**config.mk**
```make
export PLATFORM = sky130hd
export DESIGN_NAME = feature_map_serializer
export DESIGN_NICKNAME = d
export VERILOG_FILES = /design/src/rtl/bnn_pkg.sv /design/src/rtl/fm_word_select.sv /design/src/rtl/feature_map_serializer.sv
export SDC_FILE = /design/constraint.sdc
export NUM_CORES = 2
export LEC_CHECK = 0
export ABC_AREA = 1
export CAP_MARGIN = 10
export CELL_PAD_IN_SITES_DETAIL_PLACEMENT = 1
export CELL_PAD_IN_SITES_GLOBAL_PLACEMENT = 1
export CORE_AREA = 3 3 779 781
export DETAILED_ROUTE_END_ITERATION = 12
export DIE_AREA = 0 0 782 784
export PLACE_DENSITY = 0.47
export SLEW_MARGIN = 30
export SYNTH_ARGS = -nofsm -noshare
export SYNTH_HDL_FRONTEND = slang
export SYNTH_SLANG_ARGS = --single-unit
```
**constraint.sdc**
```tcl
create_clock -name clk -period 109.9 [get_ports clk]
set_input_delay 10.99 -clock clk [delete_from_list [all_inputs] [get_ports clk]]
set_output_delay 10.99 -clock clk [all_outputs]
set_load 0.02 [all_outputs]
```
**src/rtl/bnn_pkg.sv**
```systemverilog
// bnn_pkg: shared types and helpers for the BNN layer-handoff blocks.
package bnn_pkg;

    typedef enum logic [1:0] {
        IDLE,
        STREAM,
        DONE
    } fm_ser_state_t;

    function automatic int ceil_div(input int a, input int b);
        return (a + b - 1) / b;
    endfunction

endpackage

```
**src/rtl/fm_word_select.sv**
```systemverilog
// fm_word_select: picks word idx out of a flat bit vector, zero-padding past its end.
module fm_word_select #(
    parameter int BITS   = 196,
    parameter int WORD_W = 8,
    parameter int WPC    = 25,
    parameter int WW     = 5
) (
    input  logic [BITS-1:0]   vec,
    input  logic [WW-1:0]     idx,
    output logic [WORD_W-1:0] word
);

    logic [WPC*WORD_W-1:0] padded;

    assign padded = (WPC*WORD_W)'(vec);
    assign word   = padded[int'(idx)*WORD_W +: WORD_W];

endmodule

```
**src/rtl/feature_map_serializer.sv**
```systemverilog
// feature_map_serializer: snapshots a binary IC-channel feature map on data_in_ready and
// streams it out channel by channel as WORD_W-bit words over valid/ready.
module feature_map_serializer
    import bnn_pkg::*;
#(
    parameter int IMG_SIZE = 14,
    parameter int IC       = 10,
    parameter int WORD_W   = 8
) (
    input  logic                                  clk,
    input  logic                                  rst,
    input  logic                                  data_in_ready,
    input  logic [IMG_SIZE*IMG_SIZE-1:0]          img_in [0:IC-1],
    output logic                                  out_valid,
    input  logic                                  out_ready,
    output logic [WORD_W-1:0]                     out_data,
    output logic                                  out_last_ch,
    output logic                                  out_last,
    output logic [(IC > 1 ? $clog2(IC) : 1)-1:0]  ch_idx,
    output logic                                  done
);

    localparam int BITS = IMG_SIZE * IMG_SIZE;
    localparam int WPC  = ceil_div(BITS, WORD_W);
    localparam int CW   = IC > 1 ? $clog2(IC) : 1;
    localparam int WW   = WPC > 1 ? $clog2(WPC) : 1;
    localparam logic [CW-1:0] LAST_C = CW'(IC - 1);
    localparam logic [WW-1:0] LAST_W = WW'(WPC - 1);

    if (WORD_W < 1 || IC < 1 || IMG_SIZE < 1) begin : g_bad_params
        $error("feature_map_serializer: WORD_W, IC and IMG_SIZE must all be >= 1");
    end

    fm_ser_state_t   state;
    logic [BITS-1:0] snap [0:IC-1];
    logic [CW-1:0]   ch, nxt_ch;
    logic [WW-1:0]   word, nxt_word, sel_idx;
    logic            wrap, fin;
    logic [BITS-1:0] sel_vec;
    logic [WORD_W-1:0] sel_word;

    // Outputs are registered, so the selector looks one word ahead; in IDLE it reads
    // straight from img_in because the snapshot is loaded on the same edge.
    always_comb begin
        wrap     = word == LAST_W;
        fin      = wrap && ch == LAST_C;
        nxt_word = wrap ? '0 : word + 1'b1;
        nxt_ch   = wrap ? ch + 1'b1 : ch;
        sel_vec  = state == STREAM ? snap[int'(nxt_ch) < IC ? nxt_ch : '0] : img_in[0];
        sel_idx  = state == STREAM ? nxt_word : '0;
    end

    fm_word_select #(
        .BITS   (BITS),
        .WORD_W (WORD_W),
        .WPC    (WPC),
        .WW     (WW)
    ) u_sel (
        .vec  (sel_vec),
        .idx  (sel_idx),
        .word (sel_word)
    );

    always_ff @(posedge clk) begin
        if (!rst && state == IDLE && data_in_ready)
            snap <= img_in;
    end

    always_ff @(posedge clk) begin
        if (rst) begin
            state       <= IDLE;
            ch          <= '0;
            word        <= '0;
            out_valid   <= 1'b0;
            out_data    <= '0;
            out_last_ch <= 1'b0;
            out_last    <= 1'b0;
            ch_idx      <= '0;
            done        <= 1'b0;
        end else begin
            case (state)
                IDLE: begin
                    done <= 1'b0;
                    if (data_in_ready) begin
                        state       <= STREAM;
                        ch          <= '0;
                        word        <= '0;
                        out_valid   <= 1'b1;
                        out_data    <= sel_word;
                        out_last_ch <= WPC == 1;
                        out_last    <= WPC == 1 && IC == 1;
                        ch_idx      <= '0;
                    end
                end
                STREAM: begin
                    if (!data_in_ready || (out_ready && fin)) begin
                        state       <= data_in_ready ? DONE : IDLE;
                        done        <= data_in_ready;
                        ch          <= '0;
                        word        <= '0;
                        out_valid   <= 1'b0;
                        out_data    <= '0;
                        out_last_ch <= 1'b0;
                        out_last    <= 1'b0;
                        ch_idx      <= '0;
                    end else if (out_ready) begin
                        ch          <= nxt_ch;
                        word        <= nxt_word;
                        out_data    <= sel_word;
                        out_last_ch <= nxt_word == LAST_W;
                        out_last    <= nxt_word == LAST_W && nxt_ch == LAST_C;
                        ch_idx      <= nxt_ch;
                    end
                end
                DONE: begin
                    if (!data_in_ready) begin
                        state <= IDLE;
                        done  <= 1'b0;
                    end
                end
                default: state <= IDLE;
            endcase
        end
    end

endmodule

```
==> impl_metrics.toml <==
[synth]
netlist_top_cells_area = "edfxtp_1 73%, nand2_1 6.8%, nand3_1 3.9%"
synthFlopType = "edfxtp_1"
synth_warnings = 0
synthesis.nets = 8733
synth_enable_flop_cells = 1960
ys_ff_latch = 1983
syn_area_per_cell_sq_um = 11.9
synthesis.area_sq_um = 80800
netlist_instances = 6765
synth_cell_type_count = 43
ys_seq_area_frac = 0.734
async_flop_share = 0
yosys.area.top_type_share = 0.729
synth_area_leader_cell = "edfxtp_1"

[detailed_routing]
drt-met1-wl_um = 277000
drc = 0
viasPerCell = 3.85
postRouteAntennaNets = 0
met2_length_um = 321000
routed_wl_um = 667000
via_count = 66500
drt-initial-drc-count = 6859
firstDrtPassIters = 6
routedWlPerCell_um = 38.6
highest_layer = "met5"
dr_wl_met3_um = 47800

[finish]
final_nets = 10800
final_layout_size_suffix_gt1_frac = 0.0785
n_fill_cell = 68100
instances_no_fill = 17300
syn_to_final_growth_pct = 48.7
final_cell_mix = "1979 x clkdlybuf4s50_1, 1960 x edfxtp_1, 1448 x nand2_1"
final_common_cell = "clkdlybuf4s50_1"

[cts]
cts_made_buffers = 274
clkSinkCount = 1983
clk_latency_ns = 0.97
cts_tree = "built"
root_buffer = "clkbuf_16"
cts_resized = 0
hold_buffers = 0
cts.path.max_buffers = 4
cts_setup_buffers = 0
h-tree-depth = 5
clk_pin_slew_worst_paths_ns = 0.06

[placed_design]
io_buffers = 1979
dpl.hpwl_um = 530000
dp.cells = 16600
gp_congestion = 0.873

[timing]
final_hold_viol_count = 0
maxSlewViolCount = 0
setup_viol = 0
slew-limit-headroom = 0.243
finalSetupTns_ns = 0
finalCriticalPeriod_ns = 16.63
post-route-period-util = 0.151
timing.fmax_mhz = 60.1
skew_ns = 0.0652
rsz0062_at_grt = "no"
tightest_slew_ns = 1.12

[critical_path]
reg2reg_slack_ns = 102.31
worst_setup_path_start_kind = "input port"
worstPathRequired_ns = 110.47
arrival_ns = 17.20
crit_fanout = 66
setup.worst_path.class = "input port to register"
rr_worst_depth = 26
regToRegEndpoint = "out_data[7]"
endpoint_kind = "register"
worstReg2RegStart = "word[0]"

[grt]
grt_pass1_wl_um = 809000
grt_max_degree = 170
first_global_vias = 65400
grt_overflow = 0
antenna_found_initial = 569
grt.total_usage = 0.209

[floorplanning]
rows = 285
fp.dieH_um = 784
io_pins = 1980
dieArea_sq_um = 613000
coreArea_sq_um = 601000
start_util = 0.134
die_w_um = 782

[hold_path]
min_path_cells = 2
hold_path_end = "out_valid"
hold_path_startpoint = "out_valid"
worstHoldPathType = "register to register"

[status]
status = "finished, final reports clean"

[power_and_ir_drop]
powerDensity_nw_per_um2 = 16.5
p_total_mw = 1.98
p_leak_nw = 41.8
ir_worst_vdd_uv = 10.8

[job]
max-cap-violations = 0
==> how the worst max path moves through the flow <==
stage	from	slack, ns	to
floorplan	data_in_ready	12.42	snap[0]
global placement	data_in_ready	92.05	snap[1342]
detailed placement	data_in_ready	92.07	snap[1856]
CTS	data_in_ready	93.16	snap[1264]
global route	data_in_ready	92.92	snap[1216]
finish	data_in_ready	93.27	snap[1750]
==> cells in the mapped netlist, types with 25 or more instances <==
cell / instances
a21oi_1: 162
buf_1: 43
buf_2: 200
clkbuf_1: 116
edfxtp_1: 1960
inv_1: 446
nand2_1: 1457
nand3_1: 629
nand3b_1: 51
nand4_1: 25
nor2_1: 728
o211ai_1: 163
o21ai_0: 477
o21ai_1: 56
o22ai_1: 44
or2_2: 66
==> kinds of logic after synthesis <==
group,share of synthesized area
AND/OR/NAND/NOR,0.154
flip-flops,0.734
AO/OA/AOI/OAI,0.0674
buffers and inverters,0.0433
adder cells (fa/ha/maj),0.000620
==> per-stage QoR <==
| step | worst slack, ns | hold slack, ns | util | area, sq um |
|---|---|---|---|---|
| after floorplan | 12.42 | 0.476 | - | 80800 |
| after detailed placement | 92.07 | 0.462 | 0.185 | 111000 |
| after CTS | 93.16 | 0.472 | 0.199 | 120000 |
| final | 93.27 | 0.482 | 0.200 | 120000 |
| after global routing | 92.92 | 0.480 | 0.199 | 120000 |
| after global placement | 92.05 | 0.474 | 0.184 | 111000 |
==> layer usage <==
metal  vias to the layer above  track usage
met5                         -            0
met4                       184       0.0558
met3                      1098       0.0529
met2                      3337        0.355
met1                     33700        0.262
li1                      28100            -
==> worst max-delay path, cell delays in order <==
cell	delay (ns)
clkdlybuf4s50_1	0.57
inv_1	0.13
a21oi_1	0.30
o31ai_4	0.21
nor2_1	0.17
inv_1	0.13
nor2_4	0.65
buf_4	0.82
buf_4	0.67
buf_4	0.65
buf_4	0.83
buf_4	0.79
==> report_power, final <==
group | internal [mW] | total, mW | switching, mW
Sequential | 0.893 | 0.910 | 0.0166
Clock | 0.503 | 0.895 | 0.392
Combinational | 0.0783 | 0.172 | 0.0933
==> final cells by class <==
type	count	area (sq um)	area share
Tap cell	8036	10100	0.0837
Clock buffer	342	7210	0.0600
Sequential cell	1983	59300	0.494
Clock inverter	142	1450	0.0121
Multi-Input combinational cell	3943	18200	0.152
Timing Repair Buffer	2190	21700	0.181
Inverter	456	1770	0.0147
Antenna cell	169	423	0.00352
==> registers in the layout (all words and copies together), names as in the netlist <==
name and count:
word 5, done 1, snap 1960, ch 4
out_last_ch 1, out_valid 1, out_data 8, out_last 1
state 2
No activity file was read; power rests on OpenSTA's default activity.
